<file path="src/rtl/block_uart_streamer_if.sv">
// Bundle of every non-clock/reset signal of block_uart_streamer.
//   master modport : the streamer (drives ch_ready, uart_wr, uart_dat, busy, done, done_ch)
//   slave modport  : producers + UART + supervisor (drive ch_valid, ch_data, hex_mode, uart_busy)
//   ch_valid/ch_ready : per-channel block handshake
//   ch_data           : channel c block = bits [c*BLOCK_BYTES*8 +: BLOCK_BYTES*8]
//   hex_mode          : 0 binary, 1 ASCII hex + CR LF
//   uart_wr/uart_dat/uart_busy : byte UART write port
//   busy/done/done_ch : block-level status
interface block_uart_streamer_if #(
  parameter int NUM_CH      = 2,
  parameter int BLOCK_BYTES = 16
);
  logic [NUM_CH-1:0]               ch_valid;
  logic [NUM_CH*BLOCK_BYTES*8-1:0] ch_data;
  logic [NUM_CH-1:0]               ch_ready;
  logic                            hex_mode;
  logic                            uart_wr;
  logic [7:0]                      uart_dat;
  logic                            uart_busy;
  logic                            busy;
  logic                            done;
  logic [1:0]                      done_ch;

  modport master (
    input  ch_valid, ch_data, hex_mode, uart_busy,
    output ch_ready, uart_wr, uart_dat, busy, done, done_ch
  );

  modport slave (
    output ch_valid, ch_data, hex_mode, uart_busy,
    input  ch_ready, uart_wr, uart_dat, busy, done, done_ch
  );
endinterface

</file>
<file path="src/rtl/block_uart_streamer.sv">
// Multi-channel block-to-UART serializer. Accepts one BLOCK_BYTES block at a time from
// NUM_CH producers (round-robin), then streams it to a byte UART as raw binary or as
// uppercase ASCII hex followed by CR LF, optionally preceded by a header byte A0|ch.
// Ports:
//   clk   : system clock
//   rst_n : asynchronous active-low reset
//   bus   : block_uart_streamer_if.master (producer handshake, UART port, status)
// All outputs are registered.
module block_uart_streamer #(
  parameter int BLOCK_BYTES  = 16,
  parameter int NUM_CH       = 2,
  parameter int HEADER_EN    = 1,
  parameter int GUARD_CYCLES = 2
) (
  input  logic                   clk,
  input  logic                   rst_n,
  block_uart_streamer_if.master  bus
);

  localparam int BLK_W      = BLOCK_BYTES * 8;
  localparam int CW         = (NUM_CH > 1) ? $clog2(NUM_CH) : 1;
  localparam int IW         = (BLOCK_BYTES > 1) ? $clog2(BLOCK_BYTES) : 1;
  localparam int HDR        = (HEADER_EN != 0) ? 1 : 0;
  localparam int NSYM_BIN   = BLOCK_BYTES + HDR;
  localparam int NSYM_HEX   = 2 * NSYM_BIN + 2;
  // Sized for the hex symbol count so the index never wraps (6 bits at the default size).
  localparam int IDXW       = $clog2(NSYM_HEX);
  localparam int GUARD_LAST = (GUARD_CYCLES > 0) ? GUARD_CYCLES - 1 : 0;

  localparam logic [IDXW-1:0] LAST_BIN   = IDXW'(NSYM_BIN - 1);
  localparam logic [IDXW-1:0] LAST_HEX   = IDXW'(NSYM_HEX - 1);
  localparam logic [IDXW-1:0] CRLF_START = IDXW'(2 * NSYM_BIN);
  localparam logic [IDXW-1:0] HDR_V      = IDXW'(HDR);
  localparam logic [IDXW-1:0] BB_V       = IDXW'(BLOCK_BYTES);
  localparam logic [7:0]      GUARD_V    = 8'(GUARD_LAST);

  typedef enum logic [2:0] {
    S_IDLE  = 3'd0,
    S_LOAD  = 3'd1,
    S_WR    = 3'd2,
    S_GUARD = 3'd3,
    S_WAIT  = 3'd4,
    S_NEXT  = 3'd5,
    S_DONE  = 3'd6
  } state_t;

  // Nibble to uppercase ASCII hex digit.
  function automatic logic [7:0] hex_ascii(input logic [3:0] nib);
    logic [7:0] c;
    case (nib)
      4'h0: c = 8'h30;  4'h1: c = 8'h31;  4'h2: c = 8'h32;  4'h3: c = 8'h33;
      4'h4: c = 8'h34;  4'h5: c = 8'h35;  4'h6: c = 8'h36;  4'h7: c = 8'h37;
      4'h8: c = 8'h38;  4'h9: c = 8'h39;  4'hA: c = 8'h41;  4'hB: c = 8'h42;
      4'hC: c = 8'h43;  4'hD: c = 8'h44;  4'hE: c = 8'h45;  4'hF: c = 8'h46;
      default: c = 8'h3F;
    endcase
    return c;
  endfunction

  state_t            state_r, next_state_s;
  logic [CW-1:0]     rr_r, ch_r, sel_ch_s, cand_s;
  logic              hex_r, found_s, any_valid_s, accept_s, last_sym_s;
  logic [BLK_W-1:0]  shadow_r, blk_sel_s;
  logic [IDXW-1:0]   idx_r, raw_idx_s, pay_idx_s;
  logic [7:0]        gcnt_r;
  logic [7:0]        pay_s [BLOCK_BYTES];
  logic [7:0]        byte_s, sym_s;

  logic [NUM_CH-1:0] ch_ready_r;
  logic              uart_wr_r, busy_r, done_r;
  logic [7:0]        uart_dat_r;
  logic [1:0]        done_ch_r;

  assign bus.ch_ready = ch_ready_r;
  assign bus.uart_wr  = uart_wr_r;
  assign bus.uart_dat = uart_dat_r;
  assign bus.busy     = busy_r;
  assign bus.done     = done_r;
  assign bus.done_ch  = done_ch_r;

  // Round-robin pick: first valid channel at or after the pointer, wrapping.
  always_comb begin
    any_valid_s = |bus.ch_valid;
    found_s     = 1'b0;
    sel_ch_s    = '0;
    cand_s      = '0;
    for (int k = 0; k < NUM_CH; k++) begin
      cand_s = CW'((int'(rr_r) + k) % NUM_CH);
      if (!found_s && bus.ch_valid[cand_s]) begin
        found_s  = 1'b1;
        sel_ch_s = cand_s;
      end else begin
        found_s  = found_s;
      end
    end
  end

  // Block slice of the selected channel (constant-index mux).
  always_comb begin
    blk_sel_s = '0;
    for (int c = 0; c < NUM_CH; c++) begin
      if (sel_ch_s == CW'(c)) begin
        blk_sel_s = bus.ch_data[c*BLK_W +: BLK_W];
      end else begin
        blk_sel_s = blk_sel_s;
      end
    end
  end

  // Byte view of the shadow register; element 0 is the most significant byte.
  always_comb begin
    for (int i = 0; i < BLOCK_BYTES; i++) begin
      pay_s[i] = shadow_r[(BLOCK_BYTES-1-i)*8 +: 8];
    end
  end

  // Symbol at the current index. In hex mode two symbols map to one raw byte.
  always_comb begin
    sym_s     = 8'h00;
    byte_s    = 8'h00;
    raw_idx_s = hex_r ? (idx_r >> 1) : idx_r;
    pay_idx_s = raw_idx_s - HDR_V;
    if ((HDR == 1) && (raw_idx_s == '0)) begin
      byte_s = 8'hA0 | 8'(ch_r);
    end else if (pay_idx_s < BB_V) begin
      byte_s = pay_s[pay_idx_s[IW-1:0]];
    end else begin
      byte_s = 8'h00;
    end
    if (hex_r && (idx_r >= CRLF_START)) begin
      sym_s = idx_r[0] ? 8'h0A : 8'h0D;
    end else if (hex_r) begin
      sym_s = idx_r[0] ? hex_ascii(byte_s[3:0]) : hex_ascii(byte_s[7:4]);
    end else begin
      sym_s = byte_s;
    end
  end

  // Next-state logic.
  always_comb begin
    next_state_s = state_r;
    accept_s     = (state_r == S_IDLE) && any_valid_s;
    last_sym_s   = hex_r ? (idx_r == LAST_HEX) : (idx_r == LAST_BIN);
    case (state_r)
      S_IDLE:  next_state_s = any_valid_s ? S_LOAD : S_IDLE;
      S_LOAD:  next_state_s = S_WR;
      S_WR:    next_state_s = (GUARD_CYCLES > 0) ? S_GUARD : S_WAIT;
      // The UART raises busy a few cycles late, so it is not looked at here.
      S_GUARD: next_state_s = (gcnt_r == GUARD_V) ? S_WAIT : S_GUARD;
      S_WAIT:  next_state_s = bus.uart_busy ? S_WAIT : S_NEXT;
      S_NEXT:  next_state_s = last_sym_s ? S_DONE : S_LOAD;
      S_DONE:  next_state_s = S_IDLE;
      default: next_state_s = S_IDLE;
    endcase
  end

  // State register.
  always_ff @(posedge clk or negedge rst_n) begin
    if (!rst_n) begin
      state_r <= S_IDLE;
    end else begin
      state_r <= next_state_s;
    end
  end

  // Datapath and registered outputs; outputs are decoded from the next state.
  always_ff @(posedge clk or negedge rst_n) begin
    if (!rst_n) begin
      rr_r       <= '0;
      ch_r       <= '0;
      hex_r      <= 1'b0;
      shadow_r   <= '0;
      idx_r      <= '0;
      gcnt_r     <= 8'h00;
      ch_ready_r <= '0;
      uart_wr_r  <= 1'b0;
      uart_dat_r <= 8'h00;
      busy_r     <= 1'b0;
      done_r     <= 1'b0;
      done_ch_r  <= 2'b00;
    end else begin
      ch_ready_r <= accept_s ? (NUM_CH'(1) << sel_ch_s) : '0;
      uart_wr_r  <= (next_state_s == S_WR);
      busy_r     <= (next_state_s == S_LOAD) || (next_state_s == S_WR) ||
                    (next_state_s == S_GUARD) || (next_state_s == S_WAIT) ||
                    (next_state_s == S_NEXT);
      done_r     <= (next_state_s == S_DONE);
      if (next_state_s == S_DONE) begin
        done_ch_r <= 2'(ch_r);
      end
      if (accept_s) begin
        shadow_r <= blk_sel_s;
        hex_r    <= bus.hex_mode;
        ch_r     <= sel_ch_s;
        idx_r    <= '0;
      end
      if (state_r == S_LOAD) begin
        uart_dat_r <= sym_s;
      end
      if (state_r == S_WR) begin
        gcnt_r <= 8'h00;
      end else if (state_r == S_GUARD) begin
        gcnt_r <= gcnt_r + 8'h01;
      end
      if ((state_r == S_NEXT) && !last_sym_s) begin
        idx_r <= idx_r + IDXW'(1);
      end
      if (state_r == S_DONE) begin
        rr_r <= (ch_r == CW'(NUM_CH - 1)) ? '0 : ch_r + CW'(1);
      end
    end
  end

endmodule

</file>
<file path="src/flat_wrapper.sv">
// flat-port wrapper written by rule: the top's interface ports become plain ports
module block_uart_streamer_flat 
#(
  parameter int BLOCK_BYTES  = 16,
  parameter int NUM_CH       = 2,
  parameter int HEADER_EN    = 1,
  parameter int GUARD_CYCLES = 2
)
  (clk, rst_n, bus_ch_valid, bus_ch_data, bus_hex_mode, bus_uart_busy, bus_ch_ready, bus_uart_wr, bus_uart_dat, bus_busy, bus_done, bus_done_ch);
  block_uart_streamer_if #(.NUM_CH(NUM_CH), .BLOCK_BYTES(BLOCK_BYTES)) bus_i ();
  input  logic clk;
  input  logic rst_n;
  input wire logic [$bits(bus_i.ch_valid)-1:0] bus_ch_valid;
  input wire logic [$bits(bus_i.ch_data)-1:0] bus_ch_data;
  input wire logic [$bits(bus_i.hex_mode)-1:0] bus_hex_mode;
  input wire logic [$bits(bus_i.uart_busy)-1:0] bus_uart_busy;
  output wire logic [$bits(bus_i.ch_ready)-1:0] bus_ch_ready;
  output wire logic [$bits(bus_i.uart_wr)-1:0] bus_uart_wr;
  output wire logic [$bits(bus_i.uart_dat)-1:0] bus_uart_dat;
  output wire logic [$bits(bus_i.busy)-1:0] bus_busy;
  output wire logic [$bits(bus_i.done)-1:0] bus_done;
  output wire logic [$bits(bus_i.done_ch)-1:0] bus_done_ch;
  assign bus_i.ch_valid = bus_ch_valid;
  assign bus_i.ch_data = bus_ch_data;
  assign bus_i.hex_mode = bus_hex_mode;
  assign bus_i.uart_busy = bus_uart_busy;
  assign bus_ch_ready = bus_i.ch_ready;
  assign bus_uart_wr = bus_i.uart_wr;
  assign bus_uart_dat = bus_i.uart_dat;
  assign bus_busy = bus_i.busy;
  assign bus_done = bus_i.done;
  assign bus_done_ch = bus_i.done_ch;
  block_uart_streamer #(.BLOCK_BYTES(BLOCK_BYTES), .NUM_CH(NUM_CH), .HEADER_EN(HEADER_EN), .GUARD_CYCLES(GUARD_CYCLES)) u_core (.clk(clk), .rst_n(rst_n), .bus(bus_i));
endmodule
</file>
<file path="config.mk">
export PLATFORM = sky130hd
export DESIGN_NAME = block_uart_streamer_flat
export DESIGN_NICKNAME = d
export VERILOG_FILES = /design/src/rtl/block_uart_streamer_if.sv /design/src/rtl/block_uart_streamer.sv /design/src/flat_wrapper.sv
export SDC_FILE = /design/constraint.sdc
export NUM_CORES = 1
export LEC_CHECK = 0
export ABC_AREA = 1
export BUFFER_PORTS_ARGS = -buffer_cell sky130_fd_sc_hd__buf_2
export CAP_MARGIN = 5
export CORE_MARGIN = 2
export CORE_UTILIZATION = 50
export DETAILED_ROUTE_END_ITERATION = 10
export GPL_TIMING_DRIVEN = 0
export MAX_ROUTING_LAYER = met4
export PLACE_DENSITY_LB_ADDON = 0.1
export SLEW_MARGIN = 20
export SYNTH_ARGS = -nofsm -noshare
export SYNTH_HDL_FRONTEND = slang
export SYNTH_SLANG_ARGS = --single-unit
</file>
<file path="constraint.sdc">
create_clock -name clk -period 4.1 [get_ports clk]
set_input_delay 0.205 -clock clk [delete_from_list [all_inputs] [get_ports clk]]
set_output_delay 0.205 -clock clk [all_outputs]
set_load 0.005 [all_outputs]
</file>
==> impl_metrics.ini <==
[synth]
syn_avg_cell_area_um2 = 7.08
syn-num-nets = 1559
synth_warnings = 0
ys_seq_area_frac = 0.445
synth_seq_cells = 162
synth_top_area_cell = dfrtp_1
yosys.area.top_type_share = 0.445
synth.area.top_cells = dfrtp_1 (44%), nand2_1 (22%), nand3_1 (17%)
syn_inst = 1286
ys_types = 38
synthesis.area_mm2 = 0.00911

[timing]
hold_viol_final = 6
relSlewSlack = 0.325
min_period_over_period = 0.915
rsz0062_at_grt = false
max_freq_mhz = 266
fin_tns_setup_ns = 0
min_period_ns = 3.75
hold_ws_ns = -0.00798
drv_slew = 0
setup_viol = 0
fin_skew_ns = 0.0123
worst_pin_slew_ns = 1.01

[detailed_routing]
drt-initial-drc-count = 938
wl_per_cell_um = 17.7
drc = 0
vias = 11000
antenna_left = 0
first_pass_iters = 6
viasPerCell = 5.52
route.final.wire_length_um = 35300

[floorplan]
die_width_um = 139
die-area_mm2 = 0.0193
ios = 277
initial_utilization = 0.509
core_mm2 = 0.0179
rows = 49
die_h_um = 139

[setup_path]
crit_chain = inv_2, nand2_4, nand2_2, inv_2, buf_4, ha_1, clkbuf_1, inv_1, clkbuf_1, nand3_1, nand3_1, nand3_1, nand3_1, nand2_1, inv_1, ha_1, inv_1, nand2_1, nand3_1, nand2_1, nand2_1, nand3_1, nand2_1, nand2_1
crit_path_start_kind = flop
cp.arrival_ns = 4.08
worstSetupPathType = reg2reg
crit_required_ns = 4.43
cp_max_fo = 11
endpoint_kind = flop
slowest_stage = clkbuf_1
reg2reg_slack_ns = 0.35
path_buf_inv = 8
critical-path-max-stage-delay_ns = 0.47
crit_family = buffers and inverters

[clocking]
numClockSinks = 162
htreeDepth = 4
path_clk_slew_ns = 0.07
cts_root_buf = clkbuf_16
cts_tree = done
numCtsBuffers = 17
clock_latency_ns = 0.44
clockBufferDepth = 2

[finish]
design_area_mm2 = 0.0131
area_growth_pct = 43.5
filler_cell_count = 1375
layout.nets = 2023
seq_area_mm2 = 0.00405
multi_input_area_mm2 = 0.00440
finalNonFillerCells = 1993
drive_gt1_frac = 0.207

[grt]
overflow = 0
grt_usage = 0.376
grt_max_degree = 83
grt_pass1_vias = 11000
antenna_found_initial = 1
grt_pass1_wl_um = 55400

[power_and_ir_drop]
irDropWorstVdd_mv = 0.445
switchingPower_mw = 4.09
clockPowerShare = 0.171
p_leak_nw = 6.69
power.density_mw_per_mm2 = 709
pwr-share-seq = 0.304
swShare = 0.441
power_frac_comb = 0.526
power.internal_mw = 5.19

[place]
dp_cells = 1791
gp_congestion = 0.966
portBuffers = 275
place_area_mm2 = 0.0108
dp_hpwl_um = 23800

[outcome]
violations = hold timing
status = finished with violations

[worst_hold_path]
hold_path_class = in2reg

[job]
maxCapViolations = 0
-- kinds of logic (layout without fill, tap and decap cells) --
logic type      count (synthesis)  count (layout)  synth area share
compound gates                 43              43            0.0302
fa+ha+maj                      11              11            0.0151
buf+inv                       147             624            0.0724
xor+xnor                        4               4           0.00385
other cells                     1               2          0.000412
simple gates                  918             918             0.433
flops                         162             162             0.445
-- cells in the mapped netlist (all sizes together) --
| library cell | count |
|---|---|
| dfrtp | 162 |
| a211oi | 1 |
| xor2 | 2 |
| nand3 | 313 |
| nor3 | 12 |
| nor2 | 33 |
| o32ai | 1 |
| o211ai | 14 |
| conb | 1 |
| o22ai | 4 |
| o22a | 1 |
| nand2 | 549 |
| a21oi | 4 |
| ha | 11 |
| o21ai | 14 |
| a21boi | 1 |
| buf | 37 |
| o31ai | 1 |
| o21bai | 2 |
| clkbuf | 37 |
| nand3b | 4 |
| inv | 71 |
| xnor2 | 2 |
| nor4 | 1 |
| clkinv | 2 |
| nand4 | 6 |
-- cells in the final DEF (no fill, tap or decap), types with 2 or more instances in the layout --
cell type and instances:
ha_1 11, nor2_2 5, nand2_1 541, clkinv_4 2
o211ai_1 14, o21bai_1 2, buf_4 5, nor2_1 27
nand2_2 7, inv_6 4, nand3_2 2, clkbuf_2 2
clkinvlp_4 3, buf_2 296, nand3_1 311, xnor2_1 2
buf_1 2, nand4_1 6, clkinv_2 2, inv_2 4
dfrtp_1 162, buf_6 8, xor2_1 2, inv_1 67
dlygate4sd3_1 169, clkbuf_16 17, o21ai_0 13, a21oi_1 4
o22ai_1 4, nor3_1 11, clkbuf_1 37, nand3b_1 4
-- stage by stage --
step	worst slack (ns)	power, mW	hold WS (ns)	utilization
after global placement	0.334	6.77	0.409	0.602
final	0.348	9.28	-0.00798	0.730
after floorplan	1.15	5.43	-0.0906	-
after global routing	0.0767	9.86	0.00128	0.730
after CTS	0.298	9.07	0.0000380	0.730
after detailed placement	0.316	6.84	0.225	0.604
-- power groups by stage --
stage	Clock [mW]	Combinational (mW)	Sequential, mW
after detailed placement	0	4.03	2.81
after CTS	1.58	4.70	2.79
after floorplan	0	2.84	2.59
after global routing	1.63	5.36	2.86
final	1.58	4.87	2.82
after global placement	0	3.95	2.82
-- path summary, 6_finish.rpt --
path / to / from / depth (start not counted)
hold / removal: u_core.pay_s[26] / bus_ch_data[154] / 3
setup / recovery: u_core.bus.uart_dat[0] / u_core.hex_r / 24
hold reg to reg: u_core.bus.uart_dat[1] / u_core.bus.uart_dat[1] / 2
max in group asynchronous: u_core.pay_s[66] / rst_n / 3
min in group asynchronous: u_core.bus.done_ch[0] / rst_n / 2
setup reg to reg: u_core.bus.uart_dat[0] / u_core.hex_r / 24
-- registers in the layout (all words and copies together), names as in the netlist --
register	count
u_core.bus.busy	1
u_core.bus.ch_ready	2
u_core.bus.done	1
u_core.bus.done_ch	1
u_core.bus.uart_dat	8
u_core.bus.uart_wr	1
u_core.ch_r	1
u_core.gcnt_r	8
u_core.hex_r	1
u_core.idx_r	6
u_core.pay_s	128
u_core.rr_r	1
u_core.state_r	3
-- area by class of cell --
class                           instances  area share
Multi-Input combinational cell        977       0.336
Sequential cell                       162       0.310
Timing Repair Buffer                  445       0.238
Clock buffer                           20      0.0342
Buffer                                 74      0.0296
Tap cell                              229      0.0219
Inverter                               73      0.0211
Clock inverter                         12     0.00928
Antenna cell                            1    0.000191
-- worst register-to-register path: cells and delay by family (launching register included) --
kind / cells / cell delay, ns
adders and majority gates: 2 / 0.48
DFF: 1 / 0.46
and+or+nand+nor: 14 / 1.32
buffers and inverters: 8 / 1.40
-- per-layer routing --
| layer | global-route usage | part of all wire |
|---|---|---|
| met1 | 0.461 | 0.39 |
| met2 | 0.608 | 0.48 |
| met3 | 0.0687 | 0.083 |
| met4 | 0.172 | 0.046 |
| met5 | - | 0 |
-- what timing repair did --
action                     4_1_cts  5_1_grt
setup endpoints to repair        0        1
hold endpoints to repair       182        1
gates resized for setup          0        4
hold buffers                   168        1
buffers inserted                 0        0
Power figures use the tool's default switching activity.
